--- src/rtl/riscv_pipe_pkg.sv ---
// riscv_pipe_pkg: shared MEM-stage state encodings and NOP constants
package riscv_pipe_pkg;
  typedef enum logic [1:0] {
    DMEM_IDLE      = 2'd0,
    DMEM_REQ       = 2'd1,
    DMEM_WAIT_RESP = 2'd2,
    DMEM_DONE      = 2'd3
  } dmem_state_t;
  localparam logic [4:0] NOP_RD_ADDR  = 5'd0;
  localparam logic       NOP_REGWRITE = 1'b0;
  localparam logic       NOP_MEMREAD  = 1'b0;
  localparam logic       NOP_MEMTOREG = 1'b0;
endpackage

--- src/rtl/dmem_timeout_counter.sv ---
// dmem_timeout_counter: cycle counter flagging the last allowed cycle of a bus access
module dmem_timeout_counter #(
  parameter int MAX_COUNT = 255
) (
  input  logic clk,
  input  logic rst_n,
  input  logic clear,
  input  logic enable,
  output logic expired
);
  localparam int W = $clog2(MAX_COUNT + 1);
  logic [W-1:0] cnt;
  always_ff @(posedge clk or negedge rst_n)
    if (!rst_n) cnt <= '0;
    else cnt <= clear ? '0 : enable ? cnt + W'(1) : cnt;
  assign expired = enable && cnt == W'(MAX_COUNT - 1);
endmodule

--- src/rtl/dmem_access_ctrl.sv ---
// dmem_access_ctrl: MEM-stage load/store bus sequencer with pipeline freeze; DMEM_TIMEOUT_EN adds a timeout abort
import riscv_pipe_pkg::*;
module dmem_access_ctrl #(
  parameter int XLEN           = 32,
  parameter int TIMEOUT_CYCLES = 255
) (
  input  logic            clk,
  input  logic            rst_n,
  input  logic            mem_memread,
  input  logic            mem_memwrite,
  input  logic [XLEN-1:0] mem_alu_result,
  input  logic [XLEN-1:0] mem_rs2_data,
  output logic            dmem_req,
  output logic            dmem_we,
  output logic [XLEN-1:0] dmem_addr,
  output logic [XLEN-1:0] dmem_wdata,
  input  logic            dmem_gnt,
  input  logic            dmem_rvalid,
  input  logic [XLEN-1:0] dmem_rdata,
  output logic            pipe_stall,
  output logic            mem_wb_bubble,
  output logic [XLEN-1:0] load_data,
  output logic            mem_misaligned,
  output logic            bus_error
);
  dmem_state_t state;
  logic we_q, access, aligned, accept, in_flight, abort;
  assign access         = mem_memread | mem_memwrite;
  assign aligned        = mem_alu_result[1:0] == 2'b00;
  // rst_n gating keeps the IDLE decode quiet while reset holds a live instruction
  assign accept         = rst_n && state == DMEM_IDLE && access && aligned;
  assign mem_misaligned = rst_n && state == DMEM_IDLE && access && !aligned;
  assign in_flight      = state == DMEM_REQ || state == DMEM_WAIT_RESP;
  assign pipe_stall     = accept | in_flight;
  assign mem_wb_bubble  = pipe_stall;
  assign dmem_req       = state == DMEM_REQ;
  assign dmem_we        = dmem_req & we_q;
`ifdef DMEM_TIMEOUT_EN
  logic bus_err_q;
  dmem_timeout_counter #(.MAX_COUNT(TIMEOUT_CYCLES)) u_timeout (
    .clk     (clk),
    .rst_n   (rst_n),
    .clear   (accept),
    .enable  (in_flight),
    .expired (abort)
  );
  always_ff @(posedge clk or negedge rst_n)
    if (!rst_n) bus_err_q <= 1'b0;
    else bus_err_q <= abort;
  assign bus_error = bus_err_q;
`else
  assign abort     = 1'b0;
  assign bus_error = 1'b0;
`endif
  always_ff @(posedge clk or negedge rst_n) begin
    if (!rst_n) begin
      state      <= DMEM_IDLE;
      we_q       <= 1'b0;
      dmem_addr  <= '0;
      dmem_wdata <= '0;
      load_data  <= '0;
    end else begin
      case (state)
        DMEM_IDLE: if (accept) begin
          state      <= DMEM_REQ;
          we_q       <= !mem_memread;
          dmem_addr  <= {mem_alu_result[XLEN-1:2], 2'b00};
          dmem_wdata <= mem_rs2_data;
        end
        DMEM_REQ: if (abort) begin
          state     <= DMEM_DONE;
          load_data <= '0;
        end else if (dmem_gnt) state <= we_q ? DMEM_DONE : DMEM_WAIT_RESP;
        DMEM_WAIT_RESP: if (abort) begin
          state     <= DMEM_DONE;
          load_data <= '0;
        end else if (dmem_rvalid) begin
          state     <= DMEM_DONE;
          load_data <= dmem_rdata;
        end
        default: state <= DMEM_IDLE;
      endcase
    end
  end
endmodule

--- config.mk ---
export PLATFORM = sky130hd
export DESIGN_NAME = dmem_access_ctrl
export DESIGN_NICKNAME = d
export VERILOG_FILES = /design/src/rtl/riscv_pipe_pkg.sv /design/src/rtl/dmem_timeout_counter.sv /design/src/rtl/dmem_access_ctrl.sv
export SDC_FILE = /design/constraint.sdc
export NUM_CORES = 1
export LEC_CHECK = 0
export BUFFER_PORTS_ARGS = -buffer_cell sky130_fd_sc_hd__buf_4
export CORE_MARGIN = 8
export CORE_UTILIZATION = 34
export DETAILED_ROUTE_END_ITERATION = 8
export SLEW_MARGIN = 20
export SYNTH_ARGS = -nofsm -noshare
export SYNTH_HDL_FRONTEND = slang
export SYNTH_SLANG_ARGS = --single-unit
--- constraint.sdc ---
create_clock -name clk -period 2.2 [get_ports clk]
set_input_delay 0.11 -clock clk [delete_from_list [all_inputs] [get_ports clk]]
set_output_delay 0.11 -clock clk [all_outputs]
set_load 0.01 [all_outputs]
==> metrics list, run 1 <==
- Number of failing setup endpoints in the final timing report: 0
- Aggregate global routing overflow: 0
* Cell Int Power: about 0.0059 W
- The largest individual stage delay along the critical path comes from the cell sky130_fd_sc_hd__dfrtp_1.
* Sum of internal, switching and leakage power: around 0.0085 W
* Number of search-and-repair iterations in the first detailed-routing pass: 4
- The max-slew violation count is 0.
- Summing the areas of all xor and xnor instances in the mapped netlist gives 0% of the synthesized area.
- First DRT Iteration DRCs: 94
* Max-cap violations: 0
* Main combinational cell family by area after synthesis: multiplexers
- Number of placed cells counting well taps: roughly 570
- The count of nets left with antenna violations once routing finished came out at 0.
- In the post-route analysis, the smallest setup slack over all paths is ~0.23 ns.
* DIE WIDTH: between 100 and 150 µm
- For this design the total switching power over the nets is approximately 0.0026 W.
- For this run, design rule violations remaining after detail routing come to 0.
* Number of global-route vias before repair: approximately 3.4k
- Summing the areas of all and, or, nand and nor instances in the mapped netlist gives 1.19% of the synthesized area.
* Wire length of the first global-routing pass: roughly 18000 µm
- Maximum number of buffers from clock root to sink: 2
- The number of buffers and inverters on the critical path is 3.
- The tightest hold path in the finished design has a slack of about 0.015 ns.
* Portion of total power attributed to combinational logic: 45.7%
* Worst Path Max Fanout: 18
- Leading cell type in the layout, fill and taps excluded: sky130_fd_sc_hd__buf_4
- The clock tree synthesis step divided the H-tree into 3 levels.
* Die Y-Extent: ~120 µm
* Delay of the slowest cell on the worst path: 0.41 ns
* TritonCTS clock tree: built
- Status: completed
- A synthesized cell averages between 15 and 20 µm².
- Power density over the cells: about 1300 nW/µm²
* Core outline area: around 11000 µm²
- For this configuration, the core starts out at a cell density of a little over a third.
- Compared with the post-synthesis result, the final layout area differs by 67.8%.
- The synthesized design contains a little under 100 register bits.
- The initial antenna violation count came to 0.
- For this run, the register share of the synthesized area comes to just over 60%.
- Maximum clock frequency: between 500 and 600 MHz
- Row generation in the floorplan step produced 39 rows.
- The root buffer cell chosen for the clock tree is sky130_fd_sc_hd__clkbuf_16.
* Startpoint type of the worst setup path: flip-flop
- NumNets Final: about 620
* Gate family responsible for the most delay along the worst path: buffers and inverters
* Crit path kind: reg2out
* Clock-pin transition on the worst setup and hold timing paths: roughly 0.060 ns
* Post-Route Skew: 0.00246 ns
- The portion of synthesized area spent on multiplexers is 31.5%.
* Post-synth top area share: between 60% and 70%
- Post-CTS repair changed the size of 0 cells.
- Post-DR wirelength/cell: 16.8 µm
* Hold violation total from the final report: 0
* Final worst path period share: around nine tenths
- In this run the post-CTS setup repair buffer count came out at 0.
* Routability Congestion: a little over 0.7
- Post-synthesis cell area: around 4000 µm²
- Non-Filler Instances: around 660
- Endpoint kind of the worst setup timing path: output pin
- Required time reported for the critical path endpoint: about 2.1 ns
* Aggregate global-route resource usage: 14.5%
- For the worst setup path, the data arrival time is about 1.9 ns.
- Warnings, synthesis: 0
- Count of antenna diodes in the layout: 0
* Half-perimeter wire length after placement: ~8000 µm
* Share of total power in sequential cells: ~38%
- Most used cells in the layout excluding fill and tap cells: sky130_fd_sc_hd__buf_4 (203), sky130_fd_sc_hd__dfrtp_1 (97), sky130_fd_sc_hd__dlygate4sd3_1 (85), sky130_fd_sc_hd__mux2_2 (49), sky130_fd_sc_hd__mux2_4 (47)
- Largest net degree at the start of global routing: between 50 and 60
* Synth unique cells: 20
- Summed over all cells, the static leakage comes to about 3.3 nW.
* Vias per Instance: ~4.4
* Final critical-path required period: between 1.5 and 2 ns
- Ordered cell list for the critical path: inv_1, ha_1, o211ai_2, nor3_4, buf_12, or2_2, buf_4
- For this design the top-level I/O count stands at 204.
* IO Port Bufs: 200
- Path class of the lowest-slack min-delay path: in2reg
* Unrepaired setup endpoints after global routing: false
- Ratio of cells with drive above 1 in the final layout: between 60 and 70%
- Top cells by area in the synthesized netlist: sky130_fd_sc_hd__dfrtp_1 (61%), sky130_fd_sc_hd__mux2_4 (18%), sky130_fd_sc_hd__mux2_2 (14%)
- Setup TNS after final layout: 0 ns
* Clock share of power: 16.7%
- Of the total synthesized cell area, the portion taken by full adders, half adders and majority gates is about 1.3%.
- Post-Synthesis Cells: around 230
* Clock latency reported for the late side of the worst-skew pair: between 0.3 and 0.4 ns
- sky130_fd_sc_hd__dfrtp_1 takes more of the synthesized area than any other cell.
- For the pin with the worst max-slew slack, the measured transition is between 0.6 and 0.7 ns.
- Clock tree synthesis inserted a total of 9 buffers.
- Slew headroom: between 50% and 60%
- Summed over all layers, the routed wires come to approximately 11000 µm.
- Clock tree synthesis found a total of 97 sinks.
- Die area: roughly 15000 µm²
* Total number of vias: between 2k and 3k
* Pre-CTS WS: 0.262 ns
* Peak supply drop: between 0.6 and 0.7 mV
* Sw Share: a little under a third
* Synth Area in Compound Gates: less than 1%
worst reg2reg max path: stages (launching register included):
cell	delay [ns]
sky130_fd_sc_hd__dfrtp_1	0.41
sky130_fd_sc_hd__inv_1	0.09
sky130_fd_sc_hd__ha_1	0.18
sky130_fd_sc_hd__o211ai_2	0.13
sky130_fd_sc_hd__nor3_4	0.23
sky130_fd_sc_hd__buf_12	0.36
sky130_fd_sc_hd__mux2_2	0.42
synthesized netlist by cell type, drive strengths merged:
cell and instances:
o211ai 1, inv 5, o221ai 1, a21oi 1, nor2 3, buf 14
ha 4, nor3 1, or2 1, mux2 96, nand2b 1, dfrtp 97
conb 1, nand2 2, a31oi 1
per-stage QoR:
stage / cell area (µm²) / utilization [%]
detailed placement: 5590 / 48.7
finish: 6700 / 58.5
global route: 6700 / 58.5
global placement: 5590 / 48.7
floorplan: 4000 / -
CTS: 6680 / 58.3
registers in the layout, summed over array words and instances, names as in the netlist:
name and cells:
state 2, dmem_wdata 32, we_q 1, load_data 32, dmem_addr 30
kinds of logic after synthesis:
logic type      after synthesis
simple gates                  8
buf+inv                      19
compound gates                4
fa+ha+maj                     4
flops                        97
other cells                   1
mux                          96
what timing repair did:
item | 4_1_cts | 5_1_grt
hold endpoints to repair | 131 | 2
hold buffers | 83 | 2
setup endpoints to repair | 0 | 0
cell type report:
type,instances,area [µm²]
clock buffers,14,264
fillers,896,4760
inverters,5,18.8
multi-input cells,115,1400
flip-flops and latches,97,2430
well taps,143,179
repair buffers,290,2410
power groups by stage:
stage	Sequential [W]	Clock [W]	Combinational, W
after floorplan	0.00360	0	0.00147
after global placement	0.00321	0	0.00377
after detailed placement	0.00322	0	0.00384
after CTS	0.00321	0.00148	0.00396
after global routing	0.00334	0.00156	0.00417
final	0.00322	0.00142	0.00390
final timing paths:
check                                       from        endpoint  slack (ns)  cells after the start
min in group asynchronous                  rst_n        state[1]        0.45                      3
worst max register to register          state[0]   dmem_wdata[5]        0.26                      6
worst min register to register     load_data[31]   load_data[31]        0.50                      1
worst min-delay path            mem_rs2_data[20]  dmem_wdata[20]        0.02                      2
worst max-delay path                    state[0]      pipe_stall        0.23                      7
max in group asynchronous                  rst_n   load_data[14]        0.69                      4
layer usage:
layer	part of all wire [%]	wire length (µm)	global-route usage [%]
met3	8.0	887	6.04
met2	50	5590	24.0
met5	0	0	0
met1	40	4510	16.4
met4	1.5	165	5.24
Note: power is estimated with default switching activity, not from simulation.
==> inputs of run 2 (changes only) <==
Settings changed: CELL_PAD_IN_SITES_DETAIL_PLACEMENT set to 1, CELL_PAD_IN_SITES_GLOBAL_PLACEMENT set to 1, CORE_ASPECT_RATIO set to 1.1, PLACE_DENSITY_LB_ADDON set to 0.1, SYNTH_HIERARCHICAL set to 1.
==> metrics list, run 2 <==
- Yosys printed 6 warnings.
- DRC violations left: 0
* Number of search-and-repair iterations in the first detailed-routing pass: 4
- Vias per Instance: ~4.4
- Max-cap violations in this run came to 0.
- Hold path depth: 2
- Counting cells, the worst reg-to-reg path comes to 7.
- Derived from the worst setup path, the maximum achievable clock frequency is ~500 MHz.
- Clock latency reported for the late side of the worst-skew pair: 0.34 ns
- Final critical-path required period: 2.02 ns
* Startpoint type of the worst setup path: flip-flop
* Start point of the worst min-delay path: mem_rs2_data[16]
* Relative area change from synthesis to final layout: 68.2%
- Synthesis produced approximately 230 cells.
- First DRT Iteration DRCs: 68
- Non-Filler Instances: about 670
* Maximum number of buffers from clock root to sink: 2
- Post-CTS setup buffers: 0
- Half-perimeter wire length after placement: about 8400 µm
- Data on the critical path arrives at its endpoint at 1.91 ns.
- Summing the sequential cell areas from Yosys gives between 60% and 70% of the chip area.
- In this run the power density over the cells is approximately 1300 nW/µm².
- STA classifies the critical path endpoint as an output pin.
* ANT nets after route: 0
- Number of global-route vias before repair: around 3.5k
- Total detailed-routing wirelength: approximately 12000 µm
- Total number of vias: about 2.9k
* Number of antenna violations at the first check in global routing: 0
- The worst setup path is of the reg2out kind.
- Among all flip-flop cells after synthesis, the most frequent one is sky130_fd_sc_hd__dfrtp_1.
- Of the post-synthesis cell area, the dominant cell type holds about three fifths.
* Synthesized area divided by synthesized cell count: about 17 µm²
- The path with the worst hold slack has its endpoint at dmem_wdata[16].
- In the synthesized netlist, the cells that appear most often are sky130_fd_sc_hd__dfrtp_1 (97), sky130_fd_sc_hd__mux2_2 (49), sky130_fd_sc_hd__mux2_4 (47).
- Fin Hold WS: approximately 0.0085 ns
* Wire length of the first global-routing pass: between 15000 and 20000 µm
- Worst Path Max Fanout: 25
- In this run the count of I/O pins placed on the die edge is between 200 and 250.
- In the final layout, the registers with the most flip-flops are dmem_wdata (32), load_data (32), dmem_addr (30).
* Die area: about 15000 µm²
- Row count: 41
- The post-route netlist has between 60% and 70% of its cells at a drive strength greater than 1.
* Post-DR wirelength/cell: 18.4 µm
- The max-slew violation count was 0.
* Required time reported for the critical path endpoint: 2.09 ns
- The number of failing hold endpoints at the final stage is 0.
* Buffer type at the clock tree root: sky130_fd_sc_hd__clkbuf_16
- Counting the buffers created by CTS gives 9.
- The number of different library cells used by synthesis comes to 20.
- After detailed placement, the design holds a cell count of around 570.
* Top cells by area in the synthesized netlist: sky130_fd_sc_hd__dfrtp_1 (61%), sky130_fd_sc_hd__mux2_4 (18%), sky130_fd_sc_hd__mux2_2 (14%)
- IR analysis of the VDD net gives a maximum drop of around 0.56 mV.
- Largest area contributor in the synthesized netlist: sky130_fd_sc_hd__dfrtp_1
- sky130_fd_sc_hd__dfrtp_1 is the most common cell in the netlist.
- Startpoint of the lowest-slack register-to-register path: state[1]
* Post-Route Skew: around 0.0064 ns
- In the layout the commonest cells are sky130_fd_sc_hd__buf_4 (203), sky130_fd_sc_hd__dfrtp_1 (97), sky130_fd_sc_hd__dlygate4sd3_1 (83), sky130_fd_sc_hd__mux2_2 (49), sky130_fd_sc_hd__mux2_4 (47).
- The H-tree generated during clock tree synthesis spans 3 levels.
- The region available for standard cell placement spans approximately 11000 µm².
* Status: completed
- DIE WIDTH: ~120 µm
* TritonCTS clock tree: built
- Aggregate global-route resource usage: 16.3%
- IO Port Bufs: 200
- Number of synthesized register bits: a little under 100
* Aggregate global routing overflow: 0
* Count of instances resized after the clock tree is built: 0
* Post-synth ARST share: between 90% and 100%
- In this run, synthesis inferred 0 flip-flops with an integrated enable.
* Setup TNS after final layout: 0 ns
* Worst-case register-to-register setup slack: 0.30 ns
* Final worst path period share: about nine tenths
* Die Y-Extent: 130 µm
- Leakage power summed over all cells: ~3.3 nW
* Path class of the lowest-slack min-delay path: in2reg
- Number of failing setup endpoints in the final timing report: 0
- For this configuration, the core starts out at a cell density of 34.8%.
* Routability Congestion: between 0.7 and 0.8
- In this run the tightest slew margin relative to its limit is between 50% and 60%.
- Entering global routing, the biggest net connects between 50 and 60 pins.
- Actual slew at the worst max-slew pin: 0.713 ns
* Number of filler instances in the final layout: between 1k and 1.5k
* Count of antenna diodes in the layout: 0
- Clock-pin transition on the worst setup and hold timing paths: ~0.07 ns
- Critical register-to-register path endpoint: state[0]
* Unrepaired setup endpoints after global routing: false
* Fin util: 58.5%
* Clk sinks: 97
* Sum of internal, switching and leakage power: between 0.008 and 0.009 W
- Leading cell type in the layout, fill and taps excluded: sky130_fd_sc_hd__buf_4
* NumNets Final: about 620
* Post-synthesis cell area: about 4000 µm²
## run 2: cell counts after synthesis
No cell type changed its count.
## run 2: metal layers
layer | track usage, % | vias to the layer above | wire, µm
met2 | 27.6 | 119 | 6200
li1 | - | 1364 | -
met1 | 19.0 | 1445 | 5130
met4 | 5.66 | 0 | 204
met3 | 5.39 | 17 | 824
met5 | 0 | - | 0
## run 2: how the worst max path moves through the flow
stage	endpoint	cells past startpoint	startpoint
floorplan	dmem_wdata[0]	7	state[0]
global placement	dmem_wdata[4]	6	state[0]
detailed placement	state[0]	7	state[1]
CTS	mem_wb_bubble	7	state[1]
global route	mem_wb_bubble	7	state[0]
finish	mem_wb_bubble	7	state[1]
## run 2: final cells by class
class,instances,area [µm²],share of cell area [%]
clock inverter,5,38.8,0.577
inverter,5,18.8,0.279
sequential,97,2430,36.1
tap,150,188,2.79
timing repair buffer,288,2390,35.6
multi-input combinational,115,1400,20.8
clock buffer,11,253,3.76
## run 2: where the power goes
part           switching (W)  internal (W)
clock               0.000683      0.000835
sequential          0.000522       0.00270
combinational        0.00151       0.00243
total                0.00271       0.00596
## run 2: repair_timing
action,in CTS,in global routing
setup endpoints to repair,0,0
hold buffers,83,0
hold endpoints to repair,123,0
## run 2: cell families (layout without fill, tap and decap cells)
family / after synthesis / count (layout) / share of synthesized area [%]
flops: 97 / 97 / 60.8
mux: 96 / 96 / 31.5
buf+inv: 19 / 309 / 4.39
simple gates: 8 / 8 / 1.19
fa+ha+maj: 4 / 4 / 1.25
compound gates: 4 / 4 / 0.815
other cells: 1 / 3 / 0.0939
## run 2: per-stage QoR
step | cell area (µm²) | setup WS [ns]
3_3_place_gp | 5600 | 0.344
6_report | 6720 | 0.183
4_1_cts | 6720 | 0.144
3_5_place_dp | 5600 | 0.278
5_1_grt | 6720 | 0.0436
2_1_floorplan | 4000 | 0.535
## run 2: worst max-delay path, stage by stage (launching register included)
cell and delay [ns]:
sky130_fd_sc_hd__dfrtp_1 0.41, sky130_fd_sc_hd__inv_1 0.09, sky130_fd_sc_hd__ha_1 0.18, sky130_fd_sc_hd__o211ai_2 0.13, sky130_fd_sc_hd__nor3_4 0.23, sky130_fd_sc_hd__buf_12 0.24, sky130_fd_sc_hd__or2_2 0.16, sky130_fd_sc_hd__buf_4 0.12
